--- config.mk ---
export PLATFORM = sky130hd
export DESIGN_NAME = piso_serializer_flat
export DESIGN_NICKNAME = d
export VERILOG_FILES = /design/src/rtl/piso_serializer_pkg.sv /design/src/rtl/piso_serializer_if.sv /design/src/rtl/piso_serializer.sv /design/src/flat_wrapper.sv
export SDC_FILE = /design/constraint.sdc
export NUM_CORES = 1
export LEC_CHECK = 0
export BUFFER_PORTS_ARGS = -buffer_cell sky130_fd_sc_hd__buf_2
export CORE_ASPECT_RATIO = 0.75
export CORE_MARGIN = 1
export CORE_UTILIZATION = 37
export CTS_CLUSTER_DIAMETER = 80
export DETAILED_ROUTE_END_ITERATION = 7
export SLEW_MARGIN = 20
export SYNTH_ARGS = -nofsm -noshare
export SYNTH_HDL_FRONTEND = slang
export SYNTH_SLANG_ARGS = --single-unit
--- constraint.sdc ---
create_clock -name clk -period 1.59 [get_ports clk]
set_input_delay 0.2385 -clock clk [delete_from_list [all_inputs] [get_ports clk]]
set_output_delay 0.2385 -clock clk [all_outputs]
set_load 0.01 [all_outputs]
--- src/rtl/piso_serializer_pkg.sv ---
// rtl/piso_serializer_pkg.sv - shared FSM state type and counter sizing for the serializer
package piso_pkg;

  typedef enum logic {
    IDLE  = 1'b0,
    SHIFT = 1'b1
  } state_t;

  // A 2-bit word still needs one counter bit, so never drop to zero width.
  function automatic int cnt_width(input int width);
    return (width > 2) ? $clog2(width) : 1;
  endfunction

endpackage

--- src/rtl/piso_serializer_if.sv ---
// rtl/piso_serializer_if.sv - load handshake and serial output bundle
interface piso_serializer_if #(
  parameter int WIDTH = 8
) ();

  logic             load_valid;
  logic [WIDTH-1:0] load_data;
  logic             load_ready;
  logic             shift_en;
  logic             ser_out;
  logic             ser_valid;
  logic             ser_last;
  logic             busy;

  modport master (
    output load_valid, load_data, shift_en,
    input  load_ready, ser_out, ser_valid, ser_last, busy
  );

  modport slave (
    input  load_valid, load_data, shift_en,
    output load_ready, ser_out, ser_valid, ser_last, busy
  );

endinterface

--- src/rtl/piso_serializer.sv ---
// rtl/piso_serializer.sv - parametrised parallel-in/serial-out shifter with valid/ready load
module piso_serializer
  import piso_pkg::*;
#(
  parameter int WIDTH      = 8,
  parameter bit MSB_FIRST  = 1'b1,
  parameter bit IDLE_LEVEL = 1'b0
) (
  input logic               clk,
  input logic               reset,
  piso_serializer_if.slave  bus
);

  localparam int             CW       = cnt_width(WIDTH);
  localparam logic [CW-1:0]  CNT_LOAD = CW'(WIDTH - 1);

  state_t           state;
  logic [WIDTH-1:0] shift_reg;
  logic [WIDTH-1:0] shifted;
  logic [CW-1:0]    cnt;
  logic             in_shift;
  logic             at_last;
  logic             accept;

  assign in_shift = (state == SHIFT);
  assign at_last  = in_shift && (cnt == '0);

  // The last-bit strobe frees the register, which is what allows zero-gap reloads.
  assign bus.load_ready = !reset && (!in_shift || (at_last && bus.shift_en));
  assign accept         = bus.load_valid && bus.load_ready;

  always_comb begin
    shifted = shift_reg;
    if (MSB_FIRST)
      shifted = {shift_reg[WIDTH-2:0], IDLE_LEVEL};
    else
      shifted = {IDLE_LEVEL, shift_reg[WIDTH-1:1]};
  end

  always_ff @(posedge clk or posedge reset) begin
    if (reset) begin
      state     <= IDLE;
      shift_reg <= {WIDTH{IDLE_LEVEL}};
      cnt       <= '0;
    end else if (accept) begin
      state     <= SHIFT;
      shift_reg <= bus.load_data;
      cnt       <= CNT_LOAD;
    end else if (in_shift && bus.shift_en) begin
      if (cnt == '0) begin
        state     <= IDLE;
        shift_reg <= {WIDTH{IDLE_LEVEL}};
      end else begin
        shift_reg <= shifted;
        cnt       <= cnt - CW'(1);
      end
    end
  end

  assign bus.ser_out   = in_shift ? (MSB_FIRST ? shift_reg[WIDTH-1] : shift_reg[0]) : IDLE_LEVEL;
  assign bus.ser_valid = in_shift;
  assign bus.busy      = in_shift;
  assign bus.ser_last  = at_last;

endmodule

--- src/flat_wrapper.sv ---
// flat-port wrapper written by rule: the top's interface ports become plain ports
module piso_serializer_flat import piso_pkg::*;
#(
  parameter int WIDTH      = 8,
  parameter bit MSB_FIRST  = 1'b1,
  parameter bit IDLE_LEVEL = 1'b0
)
  (clk, reset, bus_load_valid, bus_load_data, bus_shift_en, bus_load_ready, bus_ser_out, bus_ser_valid, bus_ser_last, bus_busy);
  piso_serializer_if #(.WIDTH(WIDTH)) bus_i ();
  input logic clk;
  input logic reset;
  input wire logic [$bits(bus_i.load_valid)-1:0] bus_load_valid;
  input wire logic [$bits(bus_i.load_data)-1:0] bus_load_data;
  input wire logic [$bits(bus_i.shift_en)-1:0] bus_shift_en;
  output wire logic [$bits(bus_i.load_ready)-1:0] bus_load_ready;
  output wire logic [$bits(bus_i.ser_out)-1:0] bus_ser_out;
  output wire logic [$bits(bus_i.ser_valid)-1:0] bus_ser_valid;
  output wire logic [$bits(bus_i.ser_last)-1:0] bus_ser_last;
  output wire logic [$bits(bus_i.busy)-1:0] bus_busy;
  assign bus_i.load_valid = bus_load_valid;
  assign bus_i.load_data = bus_load_data;
  assign bus_i.shift_en = bus_shift_en;
  assign bus_load_ready = bus_i.load_ready;
  assign bus_ser_out = bus_i.ser_out;
  assign bus_ser_valid = bus_i.ser_valid;
  assign bus_ser_last = bus_i.ser_last;
  assign bus_busy = bus_i.busy;
  piso_serializer #(.WIDTH(WIDTH), .MSB_FIRST(MSB_FIRST), .IDLE_LEVEL(IDLE_LEVEL)) u_core (.clk(clk), .reset(reset), .bus(bus_i));
endmodule
==> summary.md <==
| Metric | Value |
|---|---|
| Status | `finished clean` |
| Largest delay share family, worst path | `simple AND/OR/NAND/NOR gates` |
| Commonest cells after routing, fill and taps aside | `15 x buf_2, 12 x dfrtp_1, 10 x buf_4` |
| Synthesized area | `around 700 um^2` |
| Max Clk Rate | `0.633 GHz` |
| First-pass GRT wire length | `~2300 um` |
| Worst Reg-to-Reg Cells | `5` |
| Worst path slowest cell | `dfrtp_1` |
| RSZ-0062 raised after global routing | `true` |
| Final hold vios | `0` |
| Starting density of the core | `39.8%` |
| Reg2reg end | `u_core.shift_reg[4]` |
| Row count | `13` |
| Gr ovfl total | `0` |
| Crit. End Element | `output pin` |
| Tmin final | `around 1600 ps` |
| Drt initial violations | `14` |
| Rel. slew slack | `69.6%` |
| Commonest non-fill, non-tap cell in the layout | `buf_2` |
| Arrival time worst endpoint | `1340 ps` |
| Routed WL | `around 1500 um` |
| Pins Over Slew Limit | `0` |
| Largest net degree at the start of global routing | `15` |
| IO Port Bufs | `16` |
| I/O pin count | `17` |
| H-tree levels | `1` |
| Synth warnings | `0` |
| Horiz. Die Dim | `52.2 um` |
| Syn_nets | `83` |
| Buffers & Inverters on Critical Path | `2` |
| Area share of the largest cell type after synthesis | `42.9%` |
| Die Ht | `39.7 um` |
| Routed len/inst | `13.1 um` |
| Via count | `~600` |
| Maximum buffer depth of the clock tree | `2` |
| Post-synth top area cell | `dfrtp_1` |
| GRT Total Usage | `16.3%` |
| Root Buffer | `clkbuf_4` |
| GP Congestion | `between 0.7 and 0.8` |
| Filler-free cell count of the finished design | `~120` |
| Area Growth Syn to Fin | `28.8%` |
| Setup violators final | `0` |
| Critical Path RT | `1350 ps` |
| Clk slew on worst S/H paths | `about 70 ps` |
| Initial DRT Pass Iterations | `4` |
| Inserted Clock Buffers | `3` |
| Initial antenna violation count | `0` |
| Skew final | `between 3 and 4 ps` |
| Fraction of layout cells with a size suffix above 1 | `40.4%` |
| Ys flop type | `dfrtp_1` |
| Mapped Cells | `69` |
| Nets | `110` |
| # clock sinks | `12` |
| Max incr delay on CP | `~350 ps` |
| Final worst-path cycle share | `99.3%` |
| Max reg flops | `8` |
| Syn_area_per_cell | `between 10 and 15 um^2` |
| Worst hold path type | `primary input to flip-flop` |
| Residual DRC | `0` |
| Max_cap viols | `0` |
| WHS Path Cells | `3` |
| VDD IR-drop max | `0.853 mV` |
| Worst slew pin tran | `455 ps` |
| Clock latency on the worst-skew pair | `270 ps` |
| Leak | `0.000468 uW` |
| CP max FO | `4` |
| Final HPWL DP | `between 1000 and 1500 um` |
| Synth Register Bits | `12` |
| Post-synth EDFFs | `0` |
| Final antenna-violating net count | `0` |
| Worst r2r src | `u_core.cnt[0]` |
| Kind of critical path | `flip-flop to output pin` |
| Dominant cells by area after synthesis | `dfrtp_1 43%, mux2i_1 7.2%, a221o_1 4.3%` |
| R2r setup slk | `170 ps` |
| DR vias/cell | `5.13` |
| Crit start category | `flip-flop` |
| Post-synth ARST share | `100%` |
| Vias in the first global route | `493` |
| CTS tree | `done` |
| Register area share after synthesis | `42.9%` |
| Power Dens Cells | `~1700 nW/um^2` |
| Hold path endpoint | `u_core.shift_reg[5]` |
| DIE AREA | `about 2100 um^2` |
| Placed insts | `107` |
| Ant diodes | `0` |
| Yosys cell types | `25` |
| Hold Crit Start | `bus_load_data[5]` |
| Power, Total | `1560 uW` |
| Core Region | `1760 um^2` |
| Crit path cell chain | `inv_2, ha_4, and2b_2, and2_4, buf_6` |
[worst max path at each step]
| stage | from | to | slack, ps | cells after the start |
|---|---|---|---|---|
| 2_1_floorplan | u_core.cnt[0] | u_core.cnt[0] | 180 | 6 |
| 3_3_place_gp | u_core.cnt[0] | u_core.cnt[0] | 110 | 6 |
| 3_5_place_dp | u_core.cnt[0] | u_core.cnt[1] | 90 | 6 |
| 4_1_cts | u_core.cnt[1] | bus_load_ready | 9 | 5 |
| 5_1_grt | u_core.cnt[0] | bus_ser_last | -50 | 5 |
| 6_report | u_core.cnt[0] | bus_ser_last | 10 | 5 |
[where the power goes]
group / switching [uW] / leakage (uW) / internal, uW
Combinational: 404 / 0.000303 / 452
Clock: 94.2 / 0.0000138 / 87.7
Sequential: 79.2 / 0.000152 / 442
[cell type report]
cell class | instances | area (um^2)
Sequential cell | 12 | 300
Fill cell | 170 | 856
Tap cell | 22 | 27.5
Multi-Input combinational cell | 44 | 349
Clock buffer | 3 | 22.5
Timing Repair Buffer | 27 | 171
Inverter | 8 | 30.0
[routing by layer]
layer	GRT usage [%]	part of all wire [%]	up-vias
li1	-	-	291
met1	22.8	49	287
met2	22.8	46	14
met3	6.98	4.7	3
met4	3.95	0.66	0
met5	0	0	-
[logic make-up after synthesis]
family                   synth area share (%)
adder cells (fa/ha/maj)                  3.58
flip-flops                               42.9
buffers and inverters                    11.3
multiplexers                             7.16
AND/OR/NAND/NOR                          16.6
AO/OA/AOI/OAI                            18.4
[worst min-delay path, cell delays in order]
cell and delay (ps):
buf_2 100, inv_1 40, mux2i_1 50
[per-stage QoR]
| step | hold WS [ps] | setup TNS, ps | cell area (um^2) | worst slack [ps] | util (%) |
|---|---|---|---|---|---|
| 6_report | 192 | 0 | 901 | 10.8 | 51.3 |
| 5_1_grt | 190 | -59.2 | 901 | -48.7 | 51.3 |
| 4_1_cts | 191 | 0 | 841 | 8.52 | 47.9 |
| 3_5_place_dp | 289 | 0 | 796 | 89.8 | 45.3 |
| 3_3_place_gp | 297 | 0 | 796 | 107 | 45.3 |
| 2_1_floorplan | 103 | 0 | 699 | 176 | - |
[cell usage after synthesis (all sizes together) (3+ instances only)]
| cell type | instances |
|---|---|
| nor3 | 3 |
| and2 | 3 |
| and3 | 3 |
| dfrtp | 12 |
| a21boi | 4 |
| a21oi | 4 |
| a31oi | 4 |
| a221o | 3 |
| mux2i | 5 |
| inv | 8 |
| nand2 | 4 |
| buf | 4 |
[timing repair]
| action | 4_1_cts | 5_1_grt |
|---|---|---|
| endpoints found under the hold margin | 12 | 0 |
| hold buffers | 1 | 0 |
| gates resized for setup | 3 | 5 |
| setup buffers | 0 | 5 |
| pin swaps | 1 | 2 |
| endpoints found under the setup margin | 2 | 2 |
Power figures use the tool's default switching activity.
